[src/rtl/sb_pkg.sv]
// Shared scoreboard types: pipeline table entry, forward-select encoding, stage indices.
// Latency: n/a (types and constants only).
// Backpressure: n/a.
package sb_pkg;

    localparam int NREG  = 32;              // architectural registers, reg 0 hardwired zero
    localparam int DEPTH = 3;               // stages from issue to writeback
    localparam int AW    = $clog2(NREG);
    localparam int LW    = $clog2(DEPTH);
    localparam int SW    = $clog2(DEPTH + 1);

    // Forward-select encoding: 0 reads the regfile, k forwards from stage k-1.
    localparam logic [SW-1:0] FWD_RF = '0;

    // Stage indices, shared with the datapath forward muxes.
    localparam int ST_EX  = 0;
    localparam int ST_MEM = 1;
    localparam int ST_WB  = DEPTH - 1;

    typedef struct packed {
        logic          v;    // stage holds a live register write
        logic [AW-1:0] rd;   // destination register
        logic [LW-1:0] lat;  // first stage whose output carries the result
    } sb_entry_t;

endpackage

[src/rtl/scoreboard_fwd_if.sv]
// ID-stage <-> scoreboard signal bundle.
// Latency: n/a (wiring only).
// Backpressure: id_stall is the hold signal back to ID.
// master = ID stage side (drives instruction info), slave = scoreboard.
interface scoreboard_fwd_if;
    import sb_pkg::*;

    logic            id_valid;
    logic            pipe_adv;
    logic            flush;
    logic [AW-1:0]   rs1;
    logic [AW-1:0]   rs2;
    logic [AW-1:0]   rd;
    logic            rf_wen;
    logic [LW-1:0]   lat;
    logic            is_long;
    logic            lwb_valid;
    logic [AW-1:0]   lwb_rd;
    logic            id_stall;
    logic            issue_fire;
    logic [SW-1:0]   fwd1_sel;
    logic [SW-1:0]   fwd2_sel;
    logic [NREG-1:0] busy;

    modport master (
        output id_valid, pipe_adv, flush, rs1, rs2, rd, rf_wen, lat, is_long,
               lwb_valid, lwb_rd,
        input  id_stall, issue_fire, fwd1_sel, fwd2_sel, busy
    );

    modport slave (
        input  id_valid, pipe_adv, flush, rs1, rs2, rd, rf_wen, lat, is_long,
               lwb_valid, lwb_rd,
        output id_stall, issue_fire, fwd1_sel, fwd2_sel, busy
    );

endinterface

[src/rtl/sb_src_match.sv]
// Priority match of one source register against the stage table.
// Latency: combinational.
// Backpressure: none; ready=0 tells the top the operand must stall.
// Ports: rs (source reg), ent (stage table), hit (some stage writes rs),
//        ready (youngest writer's result already produced), sel (k+1 of youngest writer).
module sb_src_match
    import sb_pkg::*;
(
    input  logic [AW-1:0] rs,
    input  sb_entry_t     ent [DEPTH],
    output logic          hit,
    output logic          ready,
    output logic [SW-1:0] sel
);

    always_comb begin
        hit   = 1'b0;
        ready = 1'b1;
        sel   = FWD_RF;
        // Scan oldest to youngest so the youngest matching stage wins.
        for (int k = DEPTH - 1; k >= 0; k--) begin
            if (rs != '0 && ent[k].v && ent[k].rd == rs) begin
                hit   = 1'b1;
                ready = (LW'(k) >= ent[k].lat);
                sel   = SW'(k + 1);
            end
        end
    end

endmodule

[src/rtl/scoreboard_fwd.sv]
// Stage-indexed hazard scoreboard with forwarding select, beside the ID stage.
// Latency: id_stall/issue_fire/fwd*_sel combinational from the table; busy registered.
// Backpressure: asserts id_stall to hold ID; pipe_adv=0 freezes the stage table.
// Ports: clk, rst (sync, active-high), sb (slave side of scoreboard_fwd_if).
module scoreboard_fwd
    import sb_pkg::*;
#(
    parameter int FLUSH_STAGES = 1
) (
    input  logic            clk,
    input  logic            rst,
    scoreboard_fwd_if.slave sb
);

    sb_entry_t       e [DEPTH];
    sb_entry_t       ent_new;
    logic [NREG-1:0] busy_q;
    logic [NREG-1:0] busy_nxt;

    logic            hit1, rdy1, hit2, rdy2;
    logic [SW-1:0]   sel1, sel2;
    logic            stall1, stall2, waw_stall;
    logic            id_stall;
    logic            issue_fire;

    sb_src_match u_match1 (.rs(sb.rs1), .ent(e), .hit(hit1), .ready(rdy1), .sel(sel1));
    sb_src_match u_match2 (.rs(sb.rs2), .ent(e), .hit(hit2), .ready(rdy2), .sel(sel2));

    // A stage hit decides on its own; the busy map only matters when no stage writes rs.
    assign stall1    = hit1 ? !rdy1 : (sb.rs1 != '0 && busy_q[sb.rs1]);
    assign stall2    = hit2 ? !rdy2 : (sb.rs2 != '0 && busy_q[sb.rs2]);
    // WAW against a pending long op: the later writer must not overtake it.
    assign waw_stall = sb.rf_wen && sb.rd != '0 && busy_q[sb.rd];

    assign id_stall   = sb.id_valid && (stall1 || stall2 || waw_stall);
    assign issue_fire = sb.id_valid && sb.pipe_adv && !id_stall && !sb.flush;

    assign sb.id_stall   = id_stall;
    assign sb.issue_fire = issue_fire;
    assign sb.fwd1_sel   = (hit1 && rdy1) ? sel1 : FWD_RF;
    assign sb.fwd2_sel   = (hit2 && rdy2) ? sel2 : FWD_RF;
    assign sb.busy       = busy_q;

    always_comb begin
        ent_new = '0;
        if (issue_fire && sb.rf_wen && sb.rd != '0 && !sb.is_long) begin
            ent_new.v   = 1'b1;
            ent_new.rd  = sb.rd;
            ent_new.lat = sb.lat;
        end
    end

    // Clear before set so a same-cycle reissue of the register stays busy.
    always_comb begin
        busy_nxt = busy_q;
        if (sb.lwb_valid && sb.lwb_rd != '0) begin
            busy_nxt[sb.lwb_rd] = 1'b0;
        end
        if (issue_fire && sb.rf_wen && sb.is_long && sb.rd != '0) begin
            busy_nxt[sb.rd] = 1'b1;
        end
    end

    always_ff @(posedge clk) begin
        if (rst) begin
            for (int k = 0; k < DEPTH; k++) begin
                e[k] <= '0;
            end
            busy_q <= '0;
        end else begin
            if (sb.pipe_adv) begin
                for (int k = DEPTH - 1; k > 0; k--) begin
                    e[k] <= e[k - 1];
                end
                e[0] <= ent_new;
            end
            // Later assignment overrides the shift: young stages die after the edge.
            if (sb.flush) begin
                for (int k = 0; k < FLUSH_STAGES; k++) begin
                    e[k].v <= 1'b0;
                end
            end
            busy_q <= busy_nxt;
        end
    end

    lat_legal: assert property (@(posedge clk) disable iff (rst)
        (sb.id_valid && sb.rf_wen && !sb.is_long) |-> (int'(sb.lat) < DEPTH));

endmodule

[src/flat_wrapper.sv]
// flat-port wrapper written by rule: the top's interface ports become plain ports
module scoreboard_fwd_flat import sb_pkg::*;
#(
    parameter int FLUSH_STAGES = 1
)
  (clk, rst, sb_id_valid, sb_pipe_adv, sb_flush, sb_rs1, sb_rs2, sb_rd, sb_rf_wen, sb_lat, sb_is_long, sb_lwb_valid, sb_lwb_rd, sb_id_stall, sb_issue_fire, sb_fwd1_sel, sb_fwd2_sel, sb_busy);
  scoreboard_fwd_if sb_i ();
  input  logic clk;
  input  logic rst;
  input wire logic [$bits(sb_i.id_valid)-1:0] sb_id_valid;
  input wire logic [$bits(sb_i.pipe_adv)-1:0] sb_pipe_adv;
  input wire logic [$bits(sb_i.flush)-1:0] sb_flush;
  input wire logic [$bits(sb_i.rs1)-1:0] sb_rs1;
  input wire logic [$bits(sb_i.rs2)-1:0] sb_rs2;
  input wire logic [$bits(sb_i.rd)-1:0] sb_rd;
  input wire logic [$bits(sb_i.rf_wen)-1:0] sb_rf_wen;
  input wire logic [$bits(sb_i.lat)-1:0] sb_lat;
  input wire logic [$bits(sb_i.is_long)-1:0] sb_is_long;
  input wire logic [$bits(sb_i.lwb_valid)-1:0] sb_lwb_valid;
  input wire logic [$bits(sb_i.lwb_rd)-1:0] sb_lwb_rd;
  output wire logic [$bits(sb_i.id_stall)-1:0] sb_id_stall;
  output wire logic [$bits(sb_i.issue_fire)-1:0] sb_issue_fire;
  output wire logic [$bits(sb_i.fwd1_sel)-1:0] sb_fwd1_sel;
  output wire logic [$bits(sb_i.fwd2_sel)-1:0] sb_fwd2_sel;
  output wire logic [$bits(sb_i.busy)-1:0] sb_busy;
  assign sb_i.id_valid = sb_id_valid;
  assign sb_i.pipe_adv = sb_pipe_adv;
  assign sb_i.flush = sb_flush;
  assign sb_i.rs1 = sb_rs1;
  assign sb_i.rs2 = sb_rs2;
  assign sb_i.rd = sb_rd;
  assign sb_i.rf_wen = sb_rf_wen;
  assign sb_i.lat = sb_lat;
  assign sb_i.is_long = sb_is_long;
  assign sb_i.lwb_valid = sb_lwb_valid;
  assign sb_i.lwb_rd = sb_lwb_rd;
  assign sb_id_stall = sb_i.id_stall;
  assign sb_issue_fire = sb_i.issue_fire;
  assign sb_fwd1_sel = sb_i.fwd1_sel;
  assign sb_fwd2_sel = sb_i.fwd2_sel;
  assign sb_busy = sb_i.busy;
  scoreboard_fwd #(.FLUSH_STAGES(FLUSH_STAGES)) u_core (.clk(clk), .rst(rst), .sb(sb_i));
endmodule
[config.mk]
export PLATFORM = sky130hd
export DESIGN_NAME = scoreboard_fwd_flat
export DESIGN_NICKNAME = d
export VERILOG_FILES = /design/src/rtl/sb_pkg.sv /design/src/rtl/scoreboard_fwd_if.sv /design/src/rtl/sb_src_match.sv /design/src/rtl/scoreboard_fwd.sv /design/src/flat_wrapper.sv
export SDC_FILE = /design/constraint.sdc
export NUM_CORES = 1
export LEC_CHECK = 0
export BUFFER_PORTS_ARGS = -buffer_cell sky130_fd_sc_hd__buf_2
export CAP_MARGIN = 20
export CORE_MARGIN = 4
export CORE_UTILIZATION = 45
export CTS_CLUSTER_DIAMETER = 60
export DETAILED_ROUTE_END_ITERATION = 7
export PLACE_DENSITY = 0.66
export SLEW_MARGIN = 40
export SYNTH_ARGS = -nofsm -noshare
export SYNTH_HDL_FRONTEND = slang
export SYNTH_SLANG_ARGS = --single-unit
[constraint.sdc]
create_clock -name clk -period 3.2 [get_ports clk]
set_clock_uncertainty 0.15 [all_clocks]
set_input_delay 0.32 -clock clk [delete_from_list [all_inputs] [get_ports clk]]
set_output_delay 0.32 -clock clk [all_outputs]
set_load 0.1 [all_outputs]
==> summary by stage, run 1 <==
Setup path
In this design, the stage delay of the slowest critical-path cell is 370 ps. STA classifies the critical path startpoint as a flop. For the worst setup path, the data required time is 2730 ps. In this run the worst path has a maximum fanout of 4. The end of the worst register-to-register path is u_core.sb.busy[25]. For the worst setup path, the data arrival time is 2590 ps.

The category of the critical setup timing path is reg -> out. Among cell families on the critical path, the largest total delay comes from simple AND/OR/NAND/NOR gates. The endpoint kind of the worst setup timing path is a primary output.

The buffer and inverter count on the worst path is 1. Counting stages on the worst path, the most repeated cell is sky130_fd_sc_hd__mux2_2. Traced cell by cell, the critical path runs through xor2_1 -> nor4_2 -> nand4b_1 -> mux2_2 -> mux2_2 -> o221ai_4 -> and2_4 -> buf_12. The slowest library cell on the worst path is sky130_fd_sc_hd__dfxtp_1.

The worst register-to-register path has a depth of 9. The reg-to-reg setup timing slack is 290 ps. The source of the worst register-to-register timing path is u_core.e[14].

Min path
The path with the worst hold slack has its endpoint at u_core.e[17]. The class of the tightest hold or removal check is in -> reg. The worst hold path startpoint is sb_lat[1]. The cell depth of the worst min-delay path is 3.

Logic synthesis
The cell count after synthesis came out at about 430. In this run, synthesis inferred 0 flip-flops with an integrated enable. After synthesis, the mean cell area works out to between 9 and 10 µm². Yosys printed 0 warnings. The async set-or-reset flop fraction in the synthesized netlist is 0%. After synthesis the netlist holds a flip-flop and latch count of 56.

The netlist area before placement is slightly below 0.004 mm². The prevailing post-synth register cell is sky130_fd_sc_hd__dfxtp_1. After synthesis, the netlist uses between 40 and 50 different library cells. Sequential elements use 28.7% of the synthesized area. The net count of the mapped netlist is 457.

Global routing
The global-route wire length before repair is 18.9 mm. The total routing usage reported by global routing is 23.5%. The number of antenna violations at the first check in global routing is 0. The number of global-route vias before repair is 3485. Entering global routing, the biggest net connects 32 pins.

Summed over all layers, the global routing overflow is 0.

Clock network
Clock-pin slew was measured on the worst setup and hold paths at approximately 110 ps. The clock tree synthesis step divided the H-tree into 2 levels. The hold buffer count at cts is 0. The clock reaches the later pin of the worst-skew pair after 320 ps. TritonCTS built the clock tree.

The number of sinks on the clock net is 56. The tree is rooted in a sky130_fd_sc_hd__clkbuf_8. The largest buffer count on any clock path is 2. The number of buffers added by the clock tree synthesis step is 5.

Pwr
For this design the ratio of total power to cell area is between 200 and 300 mW/mm². The design internal power is 0.941 mW. Sequential cells burn 51.5% of the power. The net switching power of the design is about 0.41 mW. The clock power share is 30.5%. The design draws approximately 1.4 mW.

The part of the total power dissipated in combinational logic is 17.9%. Net switching is 30.5% of the power. The maximum vdd drop is about 0.20 mV. Summed over all cells, the static leakage comes to 1.79 nW.

Cells and area
Summing all non-filler instances in the final layout gives an area of 0.00454 mm². Excluding fillers, the count of instances in the completed layout stands at 594. The filler cells instantiated in the layout total 803. The number of diodes added for antenna fixing is 0. The area growth from synthesis to layout is 16.4%. Cells fill about 54% of the core in the end. Cells with a size suffix above 1 make up 34.2% of the layout.

The final layout contains 518 nets.

Placed design
The final RePlAce weighted congestion is 0.948. The count of buffers added on input and output ports is 67. The half-perimeter wire length after placement is 9.09 mm. The total instance count after detailed placement is 585. In this run the cell area measured after placement is between 0.004 and 0.005 mm².

Timing
The normalized max-slew margin is around 52%. The number of failing hold endpoints at the final stage is 0. The transition time of the tightest slew-check pin is roughly 710 ps.

The clock period could shrink to 3060 ps. In the final timing run, aggregate negative setup slack is 0 ps. The total count of max-transition violations in the final report is 0. Setup violations remaining at the end of the flow were counted as 0. Static timing analysis puts the maximum clock frequency at 0.326 GHz. The share of the clock period used by the worst path is 95.7%.

Routing
In this run the remaining antenna-violating nets after routing total 0. The total iterations of the first detailed-routing run is 5. The DRC violation count after routing is 0. After detailed routing, the average wire length per cell comes to around 20 µm.

Across all layers, the routed design uses 3711 vias. The first routing iteration left approximately 240 violations. In the routed layout, each cell is associated on average with a via count of 6.25.

The routed design has 11.9 mm of wire.

Floorplan
The effective utilization at floorplan is between 40% and 50%. The area of the core is approximately 0.0083 mm². The number of ports placed on the die boundary is 68. The die height is 101 µm. The die is 101 µm wide. The die covers about 0.01 mm². The site row count is 33.

Outcome
The run finished with clean final reports.

Flow run
The max-cap violation count is 0.
[sequential cells by signal, indices dropped and copies added, names as in the netlist]
register,count
u_core.e,24
u_core.sb.busy,32
[cell families (layout without fill, tap and decap cells)]
| logic type | count (synthesis) | after routing | synth area share, % |
|---|---|---|---|
| and+or+nand+nor | 167 | 167 | 23.3 |
| buffers and inverters | 41 | 103 | 5.39 |
| DFF | 56 | 56 | 28.7 |
| muxes | 54 | 54 | 19.4 |
| xor gates and xnor gates | 30 | 30 | 6.73 |
| AOI/OAI and AO/OA | 79 | 79 | 16.5 |
[per-layer routing]
layer,track usage (%),share of wire (%),vias up
li1,-,-,1730
met1,34.4,44,1796
met2,36.4,46,175
met3,4.15,8.7,10
met4,4.91,0.71,0
met5,0,0,-
[layout by cell type, fill, tap and decap left out, types with 3 or more instances in the layout]
cell type,synthesis,final
sky130_fd_sc_hd__o311ai_0,4,4
sky130_fd_sc_hd__nor3b_1,6,6
sky130_fd_sc_hd__nor3_1,6,6
sky130_fd_sc_hd__o41ai_2,9,9
sky130_fd_sc_hd__o21ai_0,20,18
sky130_fd_sc_hd__mux2i_1,35,35
sky130_fd_sc_hd__nor4_1,6,5
sky130_fd_sc_hd__buf_4,2,21
sky130_fd_sc_hd__dfxtp_1,56,26
sky130_fd_sc_hd__buf_2,8,65
sky130_fd_sc_hd__xnor2_1,16,16
sky130_fd_sc_hd__o211ai_1,14,14
sky130_fd_sc_hd__nand4_1,5,5
sky130_fd_sc_hd__o21ai_1,7,9
sky130_fd_sc_hd__buf_12,0,3
sky130_fd_sc_hd__o41ai_1,7,7
sky130_fd_sc_hd__nand2b_1,6,6
sky130_fd_sc_hd__nand4b_1,4,4
sky130_fd_sc_hd__dfxtp_2,0,30
sky130_fd_sc_hd__mux4_2,17,17
sky130_fd_sc_hd__nor2b_1,5,5
sky130_fd_sc_hd__clkbuf_8,0,5
sky130_fd_sc_hd__a31oi_1,3,3
sky130_fd_sc_hd__nand2_1,31,31
sky130_fd_sc_hd__nand3_1,43,43
sky130_fd_sc_hd__nor2_1,30,29
sky130_fd_sc_hd__nand3b_1,8,8
sky130_fd_sc_hd__and2_1,4,3
sky130_fd_sc_hd__and3b_1,3,3
sky130_fd_sc_hd__xor2_1,14,14
sky130_fd_sc_hd__o22ai_1,4,4
sky130_fd_sc_hd__inv_1,6,5
[per-stage QoR]
stage	hold WS, ps	setup slack, ps
floorplan	304	-273
global placement	322	232
detailed placement	331	164
CTS	99.7	48.5
global route	110	-1.63
finish	108	137
[Yosys cell counts, types with 4 or more instances]
library cell               instances  area share, %
sky130_fd_sc_hd__xor2_1           14            3.1
sky130_fd_sc_hd__nand4_1           5           0.80
sky130_fd_sc_hd__buf_2             8            1.0
sky130_fd_sc_hd__o22ai_1           4           0.64
sky130_fd_sc_hd__xnor2_1          16            3.6
sky130_fd_sc_hd__o21ai_0          20            2.6
sky130_fd_sc_hd__nor4_1            6           0.96
sky130_fd_sc_hd__o21ai_1           7           0.90
sky130_fd_sc_hd__o311ai_0          4           0.90
sky130_fd_sc_hd__nor3_1            6           0.77
sky130_fd_sc_hd__nand3_1          43            5.5
sky130_fd_sc_hd__mux2i_1          35            9.0
sky130_fd_sc_hd__clkbuf_1         17            1.6
sky130_fd_sc_hd__buf_6             5            1.4
sky130_fd_sc_hd__nand2b_1          6           0.96
sky130_fd_sc_hd__nand3b_1          8            1.5
sky130_fd_sc_hd__nor3b_1           6            1.2
sky130_fd_sc_hd__o211ai_1         14            2.7
sky130_fd_sc_hd__inv_1             6           0.58
sky130_fd_sc_hd__o41ai_2           9            3.8
sky130_fd_sc_hd__nor2_1           30            2.9
sky130_fd_sc_hd__dfxtp_1          56             29
sky130_fd_sc_hd__mux4_2           17            9.8
sky130_fd_sc_hd__nand4b_1          4           0.90
sky130_fd_sc_hd__and2_1            4           0.64
sky130_fd_sc_hd__nor2b_1           5           0.80
sky130_fd_sc_hd__o41ai_1           7            1.6
sky130_fd_sc_hd__nand2_1          31            3.0
[worst reg2reg max path, cell delays in order (launching register included)]
cell	delay, ps
sky130_fd_sc_hd__dfxtp_1	370
sky130_fd_sc_hd__xor2_1	180
sky130_fd_sc_hd__nor4_2	330
sky130_fd_sc_hd__nand4b_1	200
sky130_fd_sc_hd__mux2_2	320
sky130_fd_sc_hd__mux2_2	290
sky130_fd_sc_hd__o221ai_4	230
sky130_fd_sc_hd__buf_4	350
sky130_fd_sc_hd__buf_4	270
sky130_fd_sc_hd__o21ai_0	110
[what timing repair did]
item,4_1_cts,5_1_grt
setup endpoints to repair,0,1
resized for setup,0,2
buffers inserted,0,1
endpoints found under the hold margin,0,0
[power by group through the flow]
stage	registers (mW)	logic, mW	clock network (mW)
finish	0.698	0.242	0.414
floorplan	0.716	0.167	0
global route	0.698	0.260	0.441
CTS	0.698	0.238	0.421
detailed placement	0.714	0.237	0
global placement	0.714	0.236	0
[how the worst max path moves through the flow]
stage	start	endpoint	cells past startpoint
5_1_grt	u_core.e[14]	sb_id_stall	8
3_3_place_gp	sb_rs1[2]	u_core.sb.busy[23]	9
6_report	u_core.e[14]	sb_id_stall	8
3_5_place_dp	sb_rs2[3]	u_core.sb.busy[20]	10
2_1_floorplan	u_core.sb.busy[0]	sb_issue_fire	8
4_1_cts	u_core.e[11]	sb_id_stall	8
[area by class of cell]
class | instances | area, µm² | share of cell area, %
Inverter | 6 | 22.5 | 0.496
Timing Repair Buffer | 89 | 543 | 12.0
Sequential cell | 56 | 1160 | 25.5
Multi-Input combinational cell | 330 | 2590 | 57.1
Tap cell | 105 | 131 | 2.89
Clock buffer | 5 | 68.8 | 1.52
Clock inverter | 3 | 22.5 | 0.496
Power figures use the tool's default switching activity.
==> inputs of run 2 (changes only) <==
==> constraint.sdc (replaced) <==
create_clock -name clk -period 3.1 [get_ports clk]
set_clock_uncertainty 0.15 [all_clocks]
set_input_delay 0.31 -clock clk [delete_from_list [all_inputs] [get_ports clk]]
set_output_delay 0.31 -clock clk [all_outputs]
set_load 0.1 [all_outputs]
==> run 2 against run 1 <==
  * Worst setup slack lost 80 ps
  * Sequential power grew 3.2%
  * Highest routed layer unchanged
  * Via count shrank 1.1%
  * Critical path type unchanged
  * Power grew 2.9%
  * Die area is the same
  * Cell area grew 0.44%
==> summary by stage, run 2 (synthesis results as in run 1) <==
Setup path
The longest individual stage delay on the worst path is 470 ps (was 370 ps). The category of the worst setup path launch point is a flop (unchanged). The source of the worst register-to-register timing path is u_core.sb.busy[29] (was u_core.e[14]). The endpoint kind of the worst setup timing path is a primary output (unchanged). The buffer and inverter count on the worst path came to 1 (unchanged). The required time reported for the critical path endpoint came to 2640 ps (was 2730 ps). The maximum net fanout on the critical path is 5 (was 4).

The slowest library cell on the worst path is sky130_fd_sc_hd__mux4_2 (was sky130_fd_sc_hd__dfxtp_1). The category of the critical setup timing path is reg -> out (unchanged). The reg-to-reg setup timing slack is 220 ps (was 290 ps). The end of the worst register-to-register path is u_core.sb.busy[23] (was u_core.sb.busy[25]).

The cell depth of the worst flop-to-flop path is 9 (unchanged). CP cell instances: mux4_2 -> mux2i_1 -> a31oi_1 -> and3_1 -> a2111oi_4 -> o221ai_4 -> nor2_2 -> buf_12 (was xor2_1 -> nor4_2 -> nand4b_1 -> mux2_2 -> mux2_2 -> o221ai_4 -> and2_4 -> buf_12). The cell family with the largest share of critical-path delay is multiplexers (was simple AND/OR/NAND/NOR gates). The arrival time of data at the critical path endpoint is 2580 ps (was 2590 ps).

Routing
The total iterations of the first detailed-routing run is 4 (was 5). The total number of vias is 3669 (was 3711). The count of nets left with antenna violations after detail routing is 0 (unchanged). The detailed-route wire length is 12.0 mm (was 11.9 mm). The routed via count divided by cell count was 6.19 (was 6.25). The first-iteration detailed-routing DRC count is 273 (was 244).

The detail-routed net length per standard cell came to 20.2 µm (was 20.1 µm). The DRC violation count after routing is 0 (unchanged).

Clock network
The clock tree from TritonCTS is yes (unchanged). The worst-skew pair later-pin latency is 320 ps (about the same). The clock transition at the registers of the reported paths came to 110 ps (about the same).

The master cell of the clock root buffer is sky130_fd_sc_hd__clkbuf_8 (unchanged). The number of buffers added by the clock tree synthesis step is 5 (unchanged). The hold buffer count at cts is 0 (unchanged). The largest buffer count on any clock path is 2 (unchanged). The H-tree depth came to 2 (unchanged). The number of sinks on the clock net came to 56 (unchanged).

Cells and area
The non-filler instance count after layout was 593 (was 594). The layout net count is 518 (unchanged). The most common library cell in the layout ignoring fill and taps is sky130_fd_sc_hd__buf_2 (unchanged). Commonest non-fill, non-tap cells in the layout: 64 x sky130_fd_sc_hd__buf_2, 43 x sky130_fd_sc_hd__nand3_1, 35 x sky130_fd_sc_hd__mux2i_1 (was 65 x sky130_fd_sc_hd__buf_2, 43 x sky130_fd_sc_hd__nand3_1, 35 x sky130_fd_sc_hd__mux2i_1). The area growth from synthesis to layout was 16.9% (was 16.4%). The filler cell count in the final layout is 759 (was 803). The final standard cell area without fillers is 0.00456 mm² (was 0.00454 mm²). The number of flip-flops in the largest register came to 32 (unchanged). The share of layout cells above drive strength 1 is 35.0% (was 34.2%).

The number of diodes added for antenna fixing was 0 (unchanged).

Placed design
The number of buffers added on ports was 67 (unchanged). The total instance count after detailed placement is 584 (was 585). The worst setup slack after placement is -71.5 ps (was 164 ps).

The half-perimeter wire length after placement is 9.02 mm (was 9.09 mm). The placed standard-cell area is 0.00445 mm² (was 0.00443 mm²). The final RePlAce weighted congestion is 0.935 (was 0.948).

Timing
The total count of max-transition violations in the final report is 0 (unchanged). The transition time of the tightest slew-check pin is 690 ps (was 711 ps). The maximum frequency from static timing analysis is 0.329 GHz. Setup repair after global routing could not meet its margin everywhere. The final setup TNS is 0 ps (unchanged). The worst path uses 98.1% of the clock period.

The count of final setup violators was 0 (unchanged). The normalized max-slew margin is 53.9% (was 52.5%). The number of failing hold endpoints at the final stage is 0 (unchanged).

The worst path needs 3040 ps of the cycle, external delays included. The slack of the critical path is 57.5 ps (was 137 ps). The worst hold slack across all endpoints is 94.6 ps (was 108 ps).

Pwr
The switching power share of the total is 30.4% (was 30.5%). The design internal power came to 0.969 mW (was 0.941 mW). The clock power share was 30.0% (was 30.5%).

The static leakage power is 1.79 nW (about the same). The net switching power of the design came to 0.424 mW (was 0.413 mW). The power density over the cells is 306 mW/mm² (was 298 mW/mm²).

The maximum vdd drop is 0.198 mV (was 0.200 mV). The power share of the sequential group is 51.7% (was 51.5%). The part of the total power dissipated in combinational logic is 18.3% (was 17.9%).

Floorplan
The area of the core is 0.00834 mm² (unchanged). The site row count came to 33 (unchanged). The die height came to 101 µm (unchanged). The x dimension of the die is 101 µm (unchanged). The number of ports placed on the die boundary came to 68 (unchanged). The effective utilization at floorplan is 46.8% (unchanged). The area of the die was 0.0102 mm² (unchanged).

Global routing
The sum of overflow across all layers after global routing was 0 (unchanged). The number of antenna violations at the first check in global routing was 0 (unchanged). The pin count of the biggest net entering global routing came to 37 (was 32).

The global-route wire length before repair is 18.9 mm (about the same). The total routing usage reported by global routing is 23.5% (about the same). The number of global-route vias before repair was 3452 (was 3485).

Min path
The cell depth of the worst min-delay path is 3 (unchanged). The worst hold path endpoint is u_core.e[17] (unchanged). The worst hold path startpoint is sb_lat[1] (unchanged). The class of the tightest hold or removal check is in -> reg (unchanged).

Outcome
Run status: completed (unchanged).

Flow run
The max-cap violation count is 0 (unchanged).
==> run 2: timing repair <==
item                       4_1_cts  5_1_grt
resized for setup                2        2
pin swaps                        1        2
cloned                           0        0
setup endpoints to repair        2        2
setup buffers                    1        1
==> run 2: power groups by stage <==
stage / registers (mW) / logic [mW] / clock network [mW]
after global placement: 0.737 / 0.244 / 0
after CTS: 0.720 / 0.251 / 0.419
after floorplan: 0.739 / 0.173 / 0
after global routing: 0.721 / 0.272 / 0.451
final: 0.720 / 0.254 / 0.419
after detailed placement: 0.737 / 0.247 / 0
==> run 2: worst max path at each step <==
stage	from	end	cells after the start
after floorplan	sb_rs1[0]	sb_issue_fire	9
after global placement	sb_rs1[2]	sb_id_stall	8
after detailed placement	sb_rs1[2]	sb_id_stall	8
after CTS	u_core.e[12]	sb_id_stall	8
after global routing	u_core.e[12]	sb_id_stall	8
final	u_core.sb.busy[29]	sb_issue_fire	8
==> run 2: area by class of cell <==
type,count,area (µm²),share of cell area [%]
Clock buffer,5,68.8,1.51
Clock inverter,2,16.3,0.357
Tap cell,105,131,2.88
Inverter,6,22.5,0.494
Timing Repair Buffer,89,558,12.2
Multi-Input combinational cell,330,2600,57.0
Sequential cell,56,1160,25.5
==> run 2: metal layers <==
metal / track usage [%] / routed length (µm)
met2: 35.9 / 5460
met4: 4.70 / 114
met1: 34.5 / 5340
met3: 4.98 / 1070
met5: 0 / 0
==> run 2: metrics by stage <==
stage | utilization (%) | power (mW)
floorplan | - | 0.912
global placement | 53.3 | 0.981
detailed placement | 53.3 | 0.984
CTS | 54.6 | 1.39
global route | 54.7 | 1.44
finish | 54.7 | 1.39
==> run 2: tightest hold or removal path, delay by kind of cell <==
family / cells / cell delay (ps)
AOI/OAI and AO/OA: 1 / 60
buffers and inverters: 1 / 100
and+or+nand+nor: 1 / 50
